$ cat config.mk
export PLATFORM = sky130hd
export DESIGN_NAME = inst_fetch
export DESIGN_NICKNAME = d
export VERILOG_FILES = /design/src/rtl/inst_fetch_pkg.sv /design/src/rtl/inst_fetch_branch_predictor.sv /design/src/rtl/inst_fetch.sv
export SDC_FILE = /design/constraint.sdc
export NUM_CORES = 1
export LEC_CHECK = 0
export CAP_MARGIN = 15
export CORE_AREA = 4 4 169 171
export DETAILED_ROUTE_END_ITERATION = 6
export DIE_AREA = 0 0 173 175
export PLACE_DENSITY_LB_ADDON = 0.15
export SETUP_SLACK_MARGIN = 0.4
export SLEW_MARGIN = 5
export SYNTH_ARGS = -nofsm -noshare
export SYNTH_HDL_FRONTEND = slang
export SYNTH_HIERARCHICAL = 1
export SYNTH_SLANG_ARGS = --single-unit
$ cat constraint.sdc
create_clock -name clk -period 6.31 [get_ports clk]
set_clock_uncertainty 0.1 [all_clocks]
set_input_delay 1.262 -clock clk [delete_from_list [all_inputs] [get_ports clk]]
set_output_delay 1.262 -clock clk [all_outputs]
set_load 0.02 [all_outputs]
$ cat src/rtl/inst_fetch_pkg.sv
// Shared widths, opcodes and helpers for the fetch stage.
// Opcodes follow the MIPS-style encoding in inst[31:26].
package inst_fetch_pkg;

  localparam int WORD_W = 32;
  localparam int REG_W  = 5;

  localparam logic [5:0] OP_REGIMM = 6'd1;
  localparam logic [5:0] OP_BEQ    = 6'd4;
  localparam logic [5:0] OP_BNE    = 6'd5;
  localparam logic [5:0] OP_BLEZ   = 6'd6;
  localparam logic [5:0] OP_BGTZ   = 6'd7;

  localparam logic [WORD_W-1:0] BUBBLE = '0;

  function automatic logic is_cond_branch(
    input logic [5:0] op
  );
    logic r;
    r = 1'b0;
    unique case (1'b1)
      op == OP_REGIMM: r = 1'b1;
      op == OP_BEQ:    r = 1'b1;
      op == OP_BNE:    r = 1'b1;
      op == OP_BLEZ:   r = 1'b1;
      op == OP_BGTZ:   r = 1'b1;
      default:         r = 1'b0;
    endcase
    return r;
  endfunction

endpackage

$ cat src/rtl/inst_fetch_branch_predictor.sv
// Branch history table of 2-bit saturating counters.
// Reads see the pre-update value of a same-cycle write.
module branch_predictor #(
  parameter int BHT_BITS = 4
) (
  input  logic                clk,
  input  logic                rst,
  input  logic [BHT_BITS-1:0] rd_idx,
  output logic [1:0]          rd_cnt,
  input  logic                upd_en,
  input  logic [BHT_BITS-1:0] upd_idx,
  input  logic                upd_taken
);

  localparam int N = 1 << BHT_BITS;

  logic [1:0] bht [N];

  assign rd_cnt = bht[rd_idx];

  always_ff @(posedge clk) begin
    if (rst) begin
      for (int i = 0; i < N; i++)
        bht[i] <= 2'b01;
    end else if (upd_en) begin
      if (upd_taken) begin
        if (bht[upd_idx] != 2'b11)
          bht[upd_idx] <= bht[upd_idx] + 2'b01;
      end else begin
        if (bht[upd_idx] != 2'b00)
          bht[upd_idx] <= bht[upd_idx] - 2'b01;
      end
    end
  end

endmodule

$ cat src/rtl/inst_fetch.sv
// Fetch stage: PC selection, branch prediction and IF/ID register.
// Execute-stage redirects outrank decode stalls and jumps.
module inst_fetch
  import inst_fetch_pkg::*;
#(
  parameter int          BHT_BITS = 4,
  parameter logic [31:0] RESET_PC = 32'h0000_0000
) (
  input  logic              clk,
  input  logic              rst,
  output logic [WORD_W-1:0] imem_addr,
  input  logic [WORD_W-1:0] imem_data,
  input  logic              stall,
  input  logic              force_jump,
  input  logic [WORD_W-1:0] next_pc,
  input  logic              ex_branch_valid,
  input  logic              ex_branch_actual,
  input  logic              ex_branch_pred,
  input  logic [WORD_W-1:0] ex_pc,
  input  logic [WORD_W-1:0] ex_branch_pc,
  output logic [WORD_W-1:0] inst,
  output logic [WORD_W-1:0] if_pc,
  output logic              if_branch_taken
);

  logic [WORD_W-1:0] pc;
  logic [WORD_W-1:0] pc_plus4;
  logic [WORD_W-1:0] imm_ext;
  logic [WORD_W-1:0] target;
  logic [WORD_W-1:0] redirect;
  logic [1:0]        rd_cnt;
  logic              pred_taken;
  logic              mispredict;

  assign imem_addr = pc;
  assign pc_plus4  = pc + 32'd4;
  assign imm_ext   = {{14{imem_data[15]}},
                      imem_data[15:0], 2'b00};
  assign target    = pc_plus4 + imm_ext;

  assign pred_taken =
    is_cond_branch(imem_data[31:26]) &&
    (rd_cnt >= 2'd2);

  assign mispredict = ex_branch_valid &&
    (ex_branch_actual != ex_branch_pred);

  assign redirect = ex_branch_actual ?
    ex_branch_pc : ex_pc + 32'd4;

  branch_predictor #(
    .BHT_BITS(BHT_BITS)
  ) u_bp (
    .clk      (clk),
    .rst      (rst),
    .rd_idx   (pc[BHT_BITS+1:2]),
    .rd_cnt   (rd_cnt),
    .upd_en   (ex_branch_valid),
    .upd_idx  (ex_pc[BHT_BITS+1:2]),
    .upd_taken(ex_branch_actual)
  );

  always_ff @(posedge clk) begin
    if (rst) begin
      pc <= RESET_PC;
    end else if (mispredict) begin
      pc <= redirect;
    end else if (stall) begin
      pc <= pc;
    end else if (force_jump) begin
      pc <= next_pc;
    end else if (pred_taken) begin
      pc <= target;
    end else begin
      pc <= pc_plus4;
    end
  end

  always_ff @(posedge clk) begin
    if (rst || mispredict ||
        (force_jump && !stall)) begin
      inst            <= BUBBLE;
      if_pc           <= '0;
      if_branch_taken <= 1'b0;
    end else if (!stall) begin
      inst            <= imem_data;
      if_pc           <= pc;
      if_branch_taken <= pred_taken;
    end
  end

endmodule

==> reports/results.md, run 1 <==
| Parameter | Reported |
| --- | --- |
| Setup_tns | 0 ns |
| Multi-input gate area | 5940 um2 |
| Relative slew slack | 39.5% |
| Transition time at the pin with the least slew margin | 0.904 ns |
| Hold buffer count at cts | 0 |
| Layout net count | 1439 |
| Largest voltage drop on the vdd net | 0.000136 V |
| # IOs | 232 |
| Average wire per cell in the routed design | 20.0 um |
| Max-Cap Viols | 0 |
| Post-route core utilization | 45.8% |
| Number of search-and-repair iterations in the first detailed-routing pass | 5 |
| Number of warning messages in the yosys log | 6 |
| Number of filler instances in the final layout | 2653 |
| Outcome | completed |
| Endpoint required time on the critical path | 6.54 ns |
| Synth Net Count | 1240 |
| Total wirelength of the detailed-routed design | 32300 um |
| Source-to-sink clock delay at the later pin of the worst-skew pair | 0.44 ns |
| Ratio of cells with drive above 1 in the final layout | 8.06% |
| Sum of met3 wire segment lengths after detailed routing | 2230 um |
| Unrepaired setup endpoints after global routing | false |
| Highest metal layer used by the detailed router | met5 |
| Initial antenna violation count | 2 |
| Commonest cells after routing, fill and taps aside | 228 x sky130_fd_sc_hd__clkdlybuf4s50_1, 141 x sky130_fd_sc_hd__nor2_1, 97 x sky130_fd_sc_hd__dfxtp_1 |
| Total grt overflow | 0 |
| Static leakage | 4.61 nW |
| Placement-stage worst setup slack | 1.33 ns |
| Die X-Extent | 173 um |
| Maximum number of pins on one net before global-route repair | 63 |
| Critical Path Sink Type | flip-flop |
| Post-Route M1 WL | 15400 um |
| Effective utilization at floorplan | 34.2% |
| CP Data Arrival Time | 4.80 ns |
| Root buf cell | sky130_fd_sc_hd__clkbuf_16 |
| Max FO, Critical Path | 3 |
| Post-route antenna net violation count | 0 |
| Post-DR vias/cell | 5.45 |
| Hold Vio Cnt, Final | 0 |
| Number of port buffers | 231 |
| Wire length of the first global-routing pass | 49200 um |
| Num rows | 60 |
| Placed instance count | 1587 |
| Highest achievable clock rate | 218 MHz |
| Layout Area Growth over Synthesis | 34.0% |
| Half-perimeter wire length after placement | 24700 um |
| Max Root-Sink Buffers | 2 |
| Type of the most critical hold path | flip-flop to flip-flop |
| Register area | 2900 um2 |
| Placeable Area | 26900 um2 |
| Count of endpoints failing setup in the final report | 0 |
| Maximum level of the CTS H-tree | 4 |
| Worst Slack Setup Final | 1.73 ns |
| Most common cell after layout, fill and taps aside | sky130_fd_sc_hd__clkdlybuf4s50_1 |
| Fin cells | 1620 |
| First DRT Iteration DRCs | 801 |
| Vias in the first global route | 8275 |
| Number of instances resized during post-cts repair | 0 |
| Total global routing track utilization | 20.7% |
| Number of sinks driven by the clock tree | 129 |
| Drt drc | 0 |
| Met2 WL post-DR | 14300 um |
| Cells after synthesis | 1066 |
| Buffer count from post-CTS setup fixing | 0 |
| Count of vias placed by the detailed router | 8836 |
| Clk slew on worst S/H paths | 0.07 ns |
| Vertical die dimension | 175 um |
| Mean post-synth cell area | 8.63 um2 |
| Power per standard cell area | 221 nW/um2 |
| Worst Path Class, Setup | primary input to flip-flop |
| Period minus WS final | 4.58 ns |
| Post-synthesis cell area | 9200 um2 |
| Final critical-path share of the clock period | 72.5% |
| Max-slew violations | 0 |
| Category of the worst setup path launch point | primary input |
| TritonCTS clock tree | yes |
| Die outline area | 30300 um2 |
| GPL Wtd Cong | 0.877 |
| Number of buffers added by the clock tree synthesis step | 17 |
## layout make-up
class,instances,area share [%]
multi-input cells,858,48.2
clock buffers,17,3.45
repair buffers,242,19.3
clock inverters,15,1.45
well taps,341,3.46
flip-flops and latches,129,23.6
inverters,17,0.518
diodes,1,0.0203
## worst max-delay path: stages
cell	delay [ns]
sky130_fd_sc_hd__clkdlybuf4s50_1	0.44
sky130_fd_sc_hd__ha_1	0.24
sky130_fd_sc_hd__fa_1	0.43
sky130_fd_sc_hd__a211oi_1	0.29
sky130_fd_sc_hd__o21ai_0	0.21
sky130_fd_sc_hd__a21oi_1	0.26
sky130_fd_sc_hd__nor2_1	0.13
sky130_fd_sc_hd__a31oi_1	0.28
sky130_fd_sc_hd__o21ai_0	0.22
sky130_fd_sc_hd__a221oi_1	0.57
sky130_fd_sc_hd__o22ai_1	0.19
sky130_fd_sc_hd__a41o_2	0.26
## layer usage
metal | track usage [%] | up-vias
li1 | - | 4299
met1 | 29.9 | 4170
met2 | 31.9 | 337
met3 | 3.98 | 28
met4 | 4.66 | 2
met5 | 0 | -
## sequential cells by signal (all words and copies together), names as in the netlist
name             cells
u_bp/bht            32
if_branch_taken      1
if_pc               32
imem_addr           32
inst                32
## where the power goes
| part | switching (W) | total [W] | internal, W | leakage, nW |
|---|---|---|---|---|
| sequential | 0.0000619 | 0.000948 | 0.000887 | 1.07 |
| clock | 0.000472 | 0.00104 | 0.000569 | 0.295 |
| combinational | 0.000400 | 0.000731 | 0.000331 | 3.24 |
## stage by stage
stage,hold WS (ns),power [W],area [um2]
detailed placement,0.382,0.00169,11700
global route,0.420,0.00284,12300
finish,0.392,0.00272,12300
CTS,0.399,0.00274,12300
global placement,0.374,0.00169,11700
floorplan,0.474,0.00139,9200
## worst paths after layout
path / from / end / slack, ns / cells past startpoint
max: imem_data[0] / imem_addr[30] / 1.73 / 12
min: inst[23] / inst[23] / 0.39 / 2
max reg2reg: imem_addr[4] / imem_addr[30] / 1.74 / 14
min reg2reg: inst[23] / inst[23] / 0.39 / 2
No activity file was read; power rests on OpenSTA's default activity.
==> run 2: changes to the inputs <==
==> constraint.sdc (replaced) <==
create_clock -name clk -period 4.3 [get_ports clk]
set_clock_uncertainty 0.1 [all_clocks]
set_input_delay 0.86 -clock clk [delete_from_list [all_inputs] [get_ports clk]]
set_output_delay 0.86 -clock clk [all_outputs]
set_load 0.02 [all_outputs]
==> run 2 against run 1 <==
  * Global-route usage rose by 0.13 points
  * Register-to-register slack got worse by 1.3 ns
  * Total power rose by 50%
  * Combinational power rose by 67%
  * Sequential power rose by 43%
  * Cell count rose by 3.4%
  * Clock power rose by 45%
  * Sequential share of layout area fell by 1.1 points
  * Largest cell class unchanged
  * Largest power group unchanged
==> reports/results.md, run 2 (synthesis results as in run 1) <==
| Parameter | Reported |
| --- | --- |
| Maximum level of the CTS H-tree | 4 |
| Root buf cell | sky130_fd_sc_hd__clkbuf_16 |
| Cell count along the critical path | 15 |
| Combined buffer and inverter count along the critical path | 0 |
| Number of search-and-repair iterations in the first detailed-routing pass | 5 |
| Static leakage | 4.97 nW |
| Total grt overflow | 0 |
| Num rows | 60 |
| Multi-input gate area | 6130 um2 |
| Transition time at the pin with the least slew margin | 1.03 ns |
| Max Root-Sink Buffers | 2 |
| Average wire per cell in the routed design | 19.7 um |
| Layout Area Growth over Synthesis | 41.1% |
| Category of the worst setup path launch point | flip-flop |
| Period minus WS final | 3.85 ns |
| Final critical-path share of the clock period | 89.4% |
| Highest achievable clock rate | 260 MHz |
| Largest voltage drop on the vdd net | 0.000188 V |
| Post-DR vias/cell | 5.36 |
| Placeable Area | 26900 um2 |
| Total global routing track utilization | 20.8% |
| GPL Wtd Cong | 0.920 |
| Max-slew violations | 0 |
| Number of filler instances in the final layout | 2568 |
| Hold Vio Cnt, Final | 0 |
| Number of buffers added by the clock tree synthesis step | 17 |
| Power share of the sequential group | 33.2% |
| Drt drc | 0 |
| Power per standard cell area | 315 nW/um2 |
| Slowest cell on the critical path | sky130_fd_sc_hd__o41a_1 |
| Count of endpoints failing setup in the final report | 0 |
| Max FO, Critical Path | 4 |
| Post-route antenna net violation count | 0 |
| Die X-Extent | 173 um |
| Cell-internal power | 0.00266 W |
| Post-route core utilization | 48.3% |
| Number of port buffers | 231 |
| Wire length of the first global-routing pass | 49800 um |
| Ratio of cells with drive above 1 in the final layout | 14.5% |
| Type of the most critical hold path | flip-flop to flip-flop |
| Top delay family on crit path | simple AND/OR/NAND/NOR gates |
| TritonCTS clock tree | yes |
| Critical Path Sink Type | flip-flop |
| Maximum number of pins on one net before global-route repair | 63 |
| Effective utilization at floorplan | 34.2% |
| Initial antenna violation count | 0 |
| Unrepaired setup endpoints after global routing | true |
| First DRT Iteration DRCs | 627 |
| Worst Path Class, Setup | flip-flop to flip-flop |
| Relative slew slack | 31.3% |
| # IOs | 232 |
| CP Data Arrival Time | 4.05 ns |
| Most common cell after layout, fill and taps aside | sky130_fd_sc_hd__clkdlybuf4s50_1 |
| Half-perimeter wire length after placement | 25300 um |
| Switching component of the power | 0.00143 W |
| Clk slew on worst S/H paths | 0.07 ns |
| Number of sinks driven by the clock tree | 129 |
| Vias in the first global route | 8355 |
| Hold Path Stages | 2 |
| Source-to-sink clock delay at the later pin of the worst-skew pair | 0.44 ns |
| Max-Cap Viols | 0 |
| Cell breakdown of the critical path | and4_4, nand4_1, or2_4, nor2_4, xor2_2, ha_4, nand2_2, o21ai_2, o41a_1, a221o_1, or2_2, xnor2_1, o21ai_0, a21oi_1, nor3_1 |
| Fraction of power consumed by the clock network | 36.9% |
| Sw frac | 35.0% |
| Layout net count | 1494 |
| Power Total | 0.00409 W |
| Outcome | completed |
| Commonest cells after routing, fill and taps aside | 228 x sky130_fd_sc_hd__clkdlybuf4s50_1, 137 x sky130_fd_sc_hd__nor2_1, 92 x sky130_fd_sc_hd__dfxtp_1 |
| Die outline area | 30300 um2 |
| Count of vias placed by the detailed router | 8984 |
| Vertical die dimension | 175 um |
| Biggest cell delay along the critical path | 0.40 ns |
| Combinational share of power | 29.9% |
| Total wirelength of the detailed-routed design | 33000 um |
| Endpoint required time on the critical path | 4.51 ns |
| Register-to-Register Path Depth | 15 |
| Register area | 2920 um2 |
[run 2: metal layers]
layer / routed length [um] / GRT usage [%]
met1: 15700 / 29.7
met2: 14900 / 32.0
met3: 1860 / 4.52
met4: 576 / 5.22
met5: 0 / 0
[run 2: timing repair]
action,CTS,global route
endpoints found under the setup margin,6,8
pin swaps,4,22
setup buffers,3,19
resized for setup,12,38
hold buffers,0,0
[run 2: worst min-delay path, cell delays in order (launching register included)]
cell and delay (ns):
sky130_fd_sc_hd__dfxtp_1 0.33, sky130_fd_sc_hd__mux2i_1 0.07, sky130_fd_sc_hd__nor2_1 0.07
[run 2: area by class of cell]
type,instances,area share [%]
antenna,1,0.0193
clock buffer,17,3.28
clock inverter,15,1.44
inverter,17,0.492
multi-input combinational,858,47.2
sequential,129,22.5
tap,341,3.29
timing repair buffer,297,21.8
[run 2: power by group through the flow]
stage,combinational [W],clock [W],sequential [W]
2_1_floorplan,0.000593,0,0.00144
3_3_place_gp,0.00113,0,0.00138
3_5_place_dp,0.00113,0,0.00139
4_1_cts,0.00115,0.00154,0.00136
5_1_grt,0.00131,0.00160,0.00136
6_report,0.00122,0.00151,0.00136
[run 2: path summary, 6_finish.rpt]
check,from,endpoint,slack [ns]
hold / removal,inst[19],inst[19],0.39
setup / recovery,imem_addr[8],imem_addr[23],0.45
setup reg to reg,imem_addr[8],imem_addr[23],0.45
hold reg to reg,inst[19],inst[19],0.39
[run 2: metrics by stage]
stage / cell area [um2] / hold slack (ns) / setup slack [ns] / TNS [ns] / cells
floorplan: 9200 / 0.466 / 0.411 / 0 / 1066
global placement: 12000 / 0.371 / 0.0487 / 0 / 1620
detailed placement: 12000 / 0.383 / -0.0242 / -0.0242 / 1620
CTS: 12700 / 0.398 / 0.411 / 0 / 1655
global route: 13000 / 0.423 / 0.345 / 0 / 1674
finish: 13000 / 0.394 / 0.455 / 0 / 1675
